## config.mk

```make
export PLATFORM = sky130hd
export DESIGN_NAME = image_scanout
export DESIGN_NICKNAME = d
export VERILOG_FILES = /design/src/rtl/image_scanout.sv
export SDC_FILE = /design/constraint.sdc
export NUM_CORES = 1
export LEC_CHECK = 0
export ABC_AREA = 1
export ABC_CLOCK_PERIOD_IN_PS = 1500
export BUFFER_PORTS_ARGS = -buffer_cell sky130_fd_sc_hd__buf_2
export CORE_MARGIN = 4
export CORE_UTILIZATION = 40
export DETAILED_ROUTE_END_ITERATION = 10
export PLACE_DENSITY_LB_ADDON = 0.25
export SLEW_MARGIN = 20
export SYNTH_ARGS = -nofsm -noshare
export SYNTH_HDL_FRONTEND = slang
export SYNTH_SLANG_ARGS = --single-unit
```

## constraint.sdc

```tcl
create_clock -name clk -period 1.5 [get_ports clk]
set_input_delay 0.15 -clock clk [delete_from_list [all_inputs] [get_ports clk]]
set_output_delay 0.15 -clock clk [all_outputs]
set_load 0.02 [all_outputs]
```

## src/rtl/image_scanout.sv

```systemverilog
// VGA raster scan-out: walks the frame, addresses the frame-buffer read port and
// emits colour/hsync/vsync/de aligned to the RAM read latency.
module image_scanout #(
    parameter int H_ACTIVE    = 640,
    parameter int H_FP        = 16,
    parameter int H_SYNC      = 96,
    parameter int H_BP        = 48,
    parameter int V_ACTIVE    = 480,
    parameter int V_FP        = 10,
    parameter int V_SYNC      = 2,
    parameter int V_BP        = 33,
    parameter int SCALE_SHIFT = 2,
    parameter int RD_LAT      = 1
) (
    input  logic       clk,
    input  logic       reset,
    input  logic       pix_en,
    output logic [7:0] x_vga,
    output logic [6:0] y_vga,
    input  logic [2:0] dout_vga,
    output logic [2:0] vga_color,
    output logic       vga_hs,
    output logic       vga_vs,
    output logic       vga_de,
    output logic       frame_start
);
    localparam int H_TOT = H_ACTIVE + H_FP + H_SYNC + H_BP;
    localparam int V_TOT = V_ACTIVE + V_FP + V_SYNC + V_BP;
    localparam int HW    = $clog2(H_TOT);
    localparam int VW    = $clog2(V_TOT);

    localparam logic [HW-1:0] H_LAST = HW'(H_TOT - 1);
    localparam logic [HW-1:0] H_ACT  = HW'(H_ACTIVE);
    localparam logic [HW-1:0] HS_BEG = HW'(H_ACTIVE + H_FP);
    localparam logic [HW-1:0] HS_END = HW'(H_ACTIVE + H_FP + H_SYNC);
    localparam logic [VW-1:0] V_LAST = VW'(V_TOT - 1);
    localparam logic [VW-1:0] V_ACT  = VW'(V_ACTIVE);
    localparam logic [VW-1:0] VS_BEG = VW'(V_ACTIVE + V_FP);
    localparam logic [VW-1:0] VS_END = VW'(V_ACTIVE + V_FP + V_SYNC);

    logic [HW-1:0] h_cnt;
    logic [VW-1:0] v_cnt;
    logic          first;
    logic          h_wrap, frame_end;

    assign h_wrap    = (h_cnt == H_LAST);
    assign frame_end = h_wrap && (v_cnt == V_LAST);

    // first marks the initial pix_en after reset, which also counts as a frame start
    always_ff @(posedge clk or negedge reset) begin
        if (!reset) begin
            h_cnt       <= '0;
            v_cnt       <= '0;
            first       <= 1'b1;
            frame_start <= 1'b0;
        end else begin
            frame_start <= pix_en && (first || frame_end);
            if (pix_en) begin
                first <= 1'b0;
                h_cnt <= h_wrap ? '0 : h_cnt + 1'b1;
                if (h_wrap)
                    v_cnt <= (v_cnt == V_LAST) ? '0 : v_cnt + 1'b1;
            end
        end
    end

    logic       act, hs0, vs0;
    logic [7:0] x_nxt;
    logic [6:0] y_nxt;

    always_comb begin
        act   = (h_cnt < H_ACT) && (v_cnt < V_ACT);
        hs0   = !((h_cnt >= HS_BEG) && (h_cnt < HS_END));
        vs0   = !((v_cnt >= VS_BEG) && (v_cnt < VS_END));
        x_nxt = act ? 8'(h_cnt >> SCALE_SHIFT) : '0;
        y_nxt = act ? 7'(v_cnt >> SCALE_SHIFT) : '0;
    end

    // Stage [0] sits alongside the address; stage [RD_LAT] lines up with dout_vga.
    logic [RD_LAT:0] de_pipe, hs_pipe, vs_pipe;

    always_ff @(posedge clk or negedge reset) begin
        if (!reset) begin
            x_vga     <= '0;
            y_vga     <= '0;
            de_pipe   <= '0;
            hs_pipe   <= '1;
            vs_pipe   <= '1;
            vga_de    <= 1'b0;
            vga_hs    <= 1'b1;
            vga_vs    <= 1'b1;
            vga_color <= '0;
        end else begin
            x_vga     <= x_nxt;
            y_vga     <= y_nxt;
            de_pipe   <= {de_pipe[RD_LAT-1:0], act};
            hs_pipe   <= {hs_pipe[RD_LAT-1:0], hs0};
            vs_pipe   <= {vs_pipe[RD_LAT-1:0], vs0};
            vga_de    <= de_pipe[RD_LAT];
            vga_hs    <= hs_pipe[RD_LAT];
            vga_vs    <= vs_pipe[RD_LAT];
            vga_color <= de_pipe[RD_LAT] ? dout_vga : 3'd0;
        end
    end
endmodule

```

# After elaboration in Yosys (flattened, before gate mapping)
# Cells that the tools add are included.
[word_totals]
reg_bits = 49
in_bits = 6
out_inout_bits = 22
[classes]
n_reduce_logical = 9
mux = 5
add_sub_neg = 2
n_eq_ne = 2
n_lt_le_gt_ge = 6
[ops]
columns = ["operator", "count"]
rows = [
  ["$add 10x1->10 const B", 2],
  ["$eq 10x10->1 const B", 2],
  ["$lt 10x10->1 const B", 2],
  ["$lt 10x9->1 const B", 2],
  ["$mux 10", 2],
  ["$ge 10x10->1 const B", 1],
  ["$ge 10x9->1 const B", 1],
  ["$mux 8", 1],
  ["$mux 7", 1],
  ["$logic_and 1x1->1", 5],
  ["$mux 3", 1],
  ["$logic_not 1->1", 2],
  ["$reduce_and 2->1", 1],
  ["$logic_or 1x1->1", 1],
]

# Depth between registers and ports, before layout
# Gate-level depths: netlist of run 1.
[depth]
ltp_word = 4
mapped_depth = 9

# Worst setup path before layout of run 1
# OpenSTA, ideal clock, no wires.
[synth_path]
kind = "register to register"
from = "register h_cnt[0]"
to = "register v_cnt[5]"
path_slack_ns = 0.268
path_stages_with_launch = 8
t_required_ns = 1.381
t_arrival_ns = 1.114
path_buffers = 1
cell_sequence = "dfrtp_1 -> ha_1 -> inv_1 -> nor2_4 -> nand4_4 -> buf_6 -> nand2_1 -> o21ai_2"
[synth_via]
elab_chain_cells = 2
[synth_lines]
columns = ["element", "line_no", "text"]
rows = [
  ["start: declaration", "41", "logic [HW-1:0] h_cnt;"],
  ["start signal: assignment", "60", "h_cnt <= h_wrap ? '0 : h_cnt + 1'b1;"],
  ["$eq 10x10->1", "46", "assign h_wrap = (h_cnt == H_LAST);"],
  ["$reduce_and 2->1 (no source line)", "-", ""],
  ["end signal: assignment", "62", "v_cnt <= (v_cnt == V_LAST) ? '0 : v_cnt + 1'b1;"],
  ["end: declaration", "42", "logic [VW-1:0] v_cnt;"],
]
# Every way passes these cells.
# A chain may end at the register's enable or synchronous reset.

# Final worst setup path of run 1
[layout_path]
from = "register h_cnt[7]"
to = "register h_cnt[9]"
[layout_via]
elab_chain_cells = 2
elab_cells_between_ends = 3
cone_classes = "add/sub: 1; eq/ne: 1; mux: 1"
[layout_lines]
columns = ["element", "line_no"]
rows = [
  ["$add 10x1->10 / $eq 10x10->1 (equally long branches)", "60, 46"],
  ["$mux 10 *", "60"],
]
# Every way passes the cells marked *; elsewhere a longest branch is shown, timed or not.

==> results.yml, run 1 <==
outcome:
  status: "complete, no violations"
pwr:
  power.share.combinational_pct: 27.9
  p_leak_nw: 1.22
  ir_worst_vdd_mv: 0.642
  p_switching_mw: 1.23
  clkPwrFrac_pct: 20.9
  pwr-share-seq_pct: 51.2
  sw_frac_of_total_pct: 35.3
  finalPower_mw: 3.48
  p_per_area_mw_per_mm2: 1410
  p_int_mw: 2.25
layout:
  layout_common_cells: "nand2_1, nor2_1, dfrtp_1"
  layout-drive-gt1-share_pct: 23.9
  layout.cells.non_filler: 335
  n_antenna_cell: 0
  fin_nets: 277
  syn_to_final_growth_pct: 18.7
sta:
  setup_tns_ns: 0
  final.min_clock_period_ns: 1.43
  fmax_mhz: 699
  max-slew-margin-rel_pct: 65.2
  tightest_slew_ns: 0.522
  grt_setup_unrepaired: "true"
  setup_violations: 0
  hold_violations: 0
  fin_crit_sh_pct: 95.4
  slew_viol_final: 0
  fin_skew_ns: 0.00798
global_route:
  antenna_found_initial: 0
  grt_pass1_vias: 1350
  track_usage_pct: 12.8
  grt_pass1_wl_mm: 6.33
  overflow: 0
  grt_max_degree: 23
clock_tree:
  cts_buffers: 5
  clk_latency_ns: 0.30
  cts_sinks: 49
  clk_path_buf_depth: 2
  clock-root-buffer: "clkbuf_8"
  clkTransAtPathRegs_ns: 0.08
  cts_tree: "yes"
  cts_max_level: 2
worst_setup_path:
  arrival_ns: 1.61
  rrSetupSlack_ns: 0.07
  r2r_end: "h_cnt[9]$_DFFE_PN0P_"
  path_max_fanout: 11
  cp.required_ns: 1.68
  path_class: "register to register"
  r2r_cells: 5
  start_kind: "register"
  setup.worst_path.start: "h_cnt[7]$_DFFE_PN0P_"
  r2r_start: "h_cnt[7]$_DFFE_PN0P_"
  crit_path_end_kind: "register"
logic_synthesis:
  synth_nets: 236
  netlist_area_mm2: 0.00208
  syn_avg_cell_area_um2: 9.21
  yosys_warnings: 0
  synth_cells: 226
  ys_types: 24
  synth_edf_count: 0
  ys_ff_latch: 49
  async_flop_share_pct: 100
  synth_flop_cell: "dfrtp_1"
  seq_area_frac_synth_pct: 59.4
die:
  die_h_um: 80.1
  ios: 28
  design.core.area_mm2: 0.00488
  die_w_um: 80.1
  initial_core_util_pct: 42.6
  die_area_mm2: 0.00642
  rows: 25
flow_run:
  drv_cap: 0
min_path:
  hold_path_end: "vga_color[2]$_DFF_PN0_"
  hold_class: "input port to register"
  hold_start: "dout_vga[2]"
  holdPathStages: 3
routing:
  postRouteAntennaNets: 0
  initialDrtViolationCount: 88
  dr.pass1.iters: 4
  vias_per_cell: 4.52
  wl_mm: 3.67
  wl_per_cell_um: 10.9
  num_vias: 1513
  drcViolationCount: 0
place:
  place.gp.congestion: 0.817
  port_buffers: 27
  dp_hpwl_mm: 2.67
  placedCellCount: 320
routing by layer:
| metal | vias up | GRT usage (%) | share of wire (%) |
|---|---|---|---|
| met4 | 0 | 5.57 | 1.8 |
| met2 | 30 | 18.7 | 45 |
| met3 | 6 | 4.04 | 5.4 |
| met5 | - | 0 | 0 |
| met1 | 699 | 17.4 | 48 |
| li1 | 778 | - | - |
cell usage after synthesis, types with 2 or more instances:
cell	n	area share, %
buf_4	2	0.72
dfrtp_1	42	51
dfstp_2	7	8.8
ha_1	4	2.4
inv_1	34	6.1
nand2_1	42	7.6
nand3_1	14	3.4
nand4_1	4	1.2
nor2_1	43	7.8
nor2_2	3	0.90
nor2_4	2	1.1
nor3_1	5	1.2
o21ai_0	10	2.4
o21ai_1	2	0.48
o21ai_2	2	0.84
xor2_1	2	0.84
stage by stage:
stage	hold WS (ns)	worst slack, ns	util (%)	instance area (um^2)
floorplan	-0.146	0.268	-	2080
global placement	0.149	0.102	47.3	2310
detailed placement	0.154	0.0638	47.3	2310
CTS	0.0287	0.0441	49.2	2400
global route	0.0424	-0.0212	50.6	2470
finish	0.0380	0.0687	50.6	2470
critical path: stages (launching register included):
cell and delay [ns]:
dfrtp_1 0.41, nor2_1 0.34, nand4_4 0.23, buf_4 0.20
o21ai_0 0.06, nor2_1 0.07
registers in the layout, summed over array words and instances, names as in the netlist:
| register | flops |
|---|---|
| vga_vs | 1 |
| hs_pipe | 2 |
| x_vga | 8 |
| vga_color | 3 |
| first | 1 |
| vga_hs | 1 |
| h_cnt | 10 |
| frame_start | 1 |
| v_cnt | 10 |
| vga_de | 1 |
| de_pipe | 2 |
| y_vga | 7 |
| vs_pipe | 2 |
power groups by stage:
stage / clock (mW) / combinational [mW] / sequential (mW)
floorplan: 0 / 0.483 / 1.97
global placement: 0 / 0.944 / 1.80
detailed placement: 0 / 0.955 / 1.81
CTS: 0.766 / 0.961 / 1.78
global route: 0.833 / 1.12 / 1.82
finish: 0.727 / 0.970 / 1.78
cell type report:
type | instances | area [um^2]
clock inverter | 2 | 10.0
inverter | 35 | 131
multi-input combinational | 139 | 712
fill | 462 | 2410
clock buffer | 6 | 72.6
sequential | 49 | 1230
timing repair buffer | 37 | 225
tap | 67 | 83.8
timing repair:
action | 4_1_cts | 5_1_grt
gates resized for setup | 0 | 6
hold endpoints to repair | 17 | 0
buffers inserted | 0 | 6
setup endpoints to repair | 0 | 10
hold buffers | 1 | 0
logic make-up after synthesis:
family	share of synthesized area [%]
DFF	59.4
buffers and inverters	7.58
AOI/OAI and AO/OA	4.33
and+or+nand+nor	25.5
adders and majority gates	2.41
xor gates and xnor gates	0.842
worst max path at each step:
| stage | cells after the start | endpoint | slack (ns) |
|---|---|---|---|
| CTS | 6 | v_cnt[7]$_DFFE_PN0P_ | 0.04 |
| global route | 7 | h_cnt[9]$_DFFE_PN0P_ | -0.02 |
| finish | 5 | h_cnt[9]$_DFFE_PN0P_ | 0.07 |
| global placement | 6 | v_cnt[7]$_DFFE_PN0P_ | 0.10 |
| detailed placement | 6 | v_cnt[7]$_DFFE_PN0P_ | 0.06 |
| floorplan | 7 | v_cnt[5]$_DFFE_PN0P_ | 0.27 |
No activity file was read; power rests on OpenSTA's default activity.
==> run 2, diff against run 1 <==
--- a/config.mk
+++ b/config.mk
@@ -7,7 +7,7 @@
 export LEC_CHECK = 0
 export ABC_AREA = 1
 export ABC_CLOCK_PERIOD_IN_PS = 1500
-export BUFFER_PORTS_ARGS = -buffer_cell sky130_fd_sc_hd__buf_2
+export BUFFER_PORTS_ARGS = -buffer_cell sky130_fd_sc_hd__buf_4
 export CORE_MARGIN = 4
 export CORE_UTILIZATION = 40
 export DETAILED_ROUTE_END_ITERATION = 10
==> run 2 against run 1 <==
Hold slack better by 0.013 ns. Die area unchanged. Sequential power about the same. Via count down 1.1%. Non-clock buffer count down 5. Core utilization up 0.051 points. Power up 0.72%. Largest power group unchanged.
==> results.yml, run 2 (synthesis results as in run 1) <==
outcome:
  status: "complete, no violations"
worst_setup_path:
  r2r_end: "v_cnt[2]$_DFFE_PN0P_"
  arrival_ns: 1.55
  crit_path_end_kind: "register"
  rrSetupSlack_ns: 0.12
  cp.required_ns: 1.67
  r2r_cells: 7
  path_class: "register to register"
  start_kind: "register"
  path_max_fanout: 10
  r2r_start: "h_cnt[5]$_DFFE_PN0P_"
global_route:
  grt_max_degree: 50
  overflow: 0
  antenna_found_initial: 0
  grt_pass1_vias: 1402
  track_usage_pct: 12.4
  grt_pass1_wl_mm: 6.25
min_path:
  hold_class: "input port to register"
  hold_path_end: "vga_color[0]$_DFF_PN0_"
  hold_start: "dout_vga[0]"
  holdPathStages: 3
die:
  die_h_um: 80.1
  die_area_mm2: 0.00642
  design.core.area_mm2: 0.00488
  die_w_um: 80.1
  ios: 28
  initial_core_util_pct: 42.6
  rows: 25
clock_tree:
  clk_latency_ns: 0.28
  clkTransAtPathRegs_ns: 0.08
  cts_max_level: 2
  cts_sinks: 49
  clock-root-buffer: "clkbuf_8"
  cts_buffers: 5
  clk_path_buf_depth: 2
  cts_tree: "yes"
routing:
  postRouteAntennaNets: 0
  drcViolationCount: 0
  num_vias: 1497
  dr.pass1.iters: 4
  wl_mm: 3.52
  initialDrtViolationCount: 53
  wl_per_cell_um: 10.7
  vias_per_cell: 4.54
sta:
  max-slew-margin-rel_pct: 61.1
  setup_tns_ns: 0
  grt_setup_unrepaired: "false"
  fin_skew_ns: 0.00537
  slew_viol_final: 0
  setup_violations: 0
  hold_violations: 0
  fmax_mhz: 724
  tightest_slew_ns: 0.584
  final.min_clock_period_ns: 1.38
  fin_crit_sh_pct: 92.1
flow_run:
  drv_cap: 0
layout:
  layout_common_cells: "dfrtp_1, nand2_1, nor2_1"
  n_antenna_cell: 0
  layout-drive-gt1-share_pct: 23.2
  top_regs: "h_cnt (10), v_cnt (10), x_vga (8)"
  syn_to_final_growth_pct: 18.8
  fin_nets: 272
  final_common_cell: "dfrtp_1"
  fillerInstances: 485
  stdcell_area_mm2: 0.00247
pwr:
  p_per_area_mw_per_mm2: 1420
  ir_worst_vdd_mv: 0.825
  finalPower_mw: 3.50
  p_leak_nw: 1.21
place:
  place.gp.congestion: 0.827
  placed_area_mm2: 0.00235
  port_buffers: 27
  dp_hpwl_mm: 2.51
run 2: worst max path at each step:
stage / cells past startpoint / start / end
finish: 7 / h_cnt[5]$_DFFE_PN0P_ / v_cnt[2]$_DFFE_PN0P_
global route: 8 / v_cnt[0]$_DFFE_PN0P_ / v_cnt[8]$_DFFE_PN0P_
global placement: 6 / h_cnt[5]$_DFFE_PN0P_ / v_cnt[7]$_DFFE_PN0P_
floorplan: 7 / h_cnt[0]$_DFFE_PN0P_ / v_cnt[5]$_DFFE_PN0P_
detailed placement: 6 / h_cnt[1]$_DFFE_PN0P_ / v_cnt[6]$_DFFE_PN0P_
CTS: 6 / h_cnt[5]$_DFFE_PN0P_ / v_cnt[6]$_DFFE_PN0P_
run 2: critical path, stage by stage (launching register included):
cell and delay [ns]:
dfrtp_1 0.41, inv_1 0.11, nand2_1 0.07, nor2_2 0.17
nand4_4 0.18, buf_4 0.22, nand2_1 0.05, o21ai_1 0.07
run 2: final cells by class:
type                            instances  area (um^2)  area share [%]
Clock buffer                            7         76.3            3.09
Clock inverter                          1         5.00           0.202
Inverter                               35          131            5.31
Multi-Input combinational cell        139          698            28.2
Sequential cell                        49         1230            49.9
Tap cell                               67         83.8            3.39
Timing Repair Buffer                   32          243            9.82
run 2: routing by layer:
metal / share of wire (%) / GRT usage [%]
met1: 48 / 16.6
met2: 47 / 19.7
met3: 4.0 / 3.03
met4: 0.63 / 3.89
met5: 0 / 0
run 2: what timing repair did:
item                                    in CTS  in global routing
buffers inserted                             0                  3
endpoints found under the setup margin       0                  9
hold endpoints to repair                    42                  0
hold buffers                                 1                  0
resized for setup                            0                  6
run 2: per-stage QoR:
step | utilization, % | hold slack (ns) | setup slack, ns | instances
floorplan | - | -0.146 | 0.268 | 226
global placement | 48.1 | 0.203 | 0.112 | 318
detailed placement | 48.1 | 0.203 | 0.0707 | 318
CTS | 50.0 | 0.0483 | 0.0560 | 327
global route | 50.7 | 0.0394 | 0.00149 | 330
finish | 50.7 | 0.0506 | 0.119 | 330
run 2: power breakdown:
group          switching [mW]  internal (mW)
Clock                   0.382          0.328
Combinational           0.643          0.366
Sequential              0.168           1.62
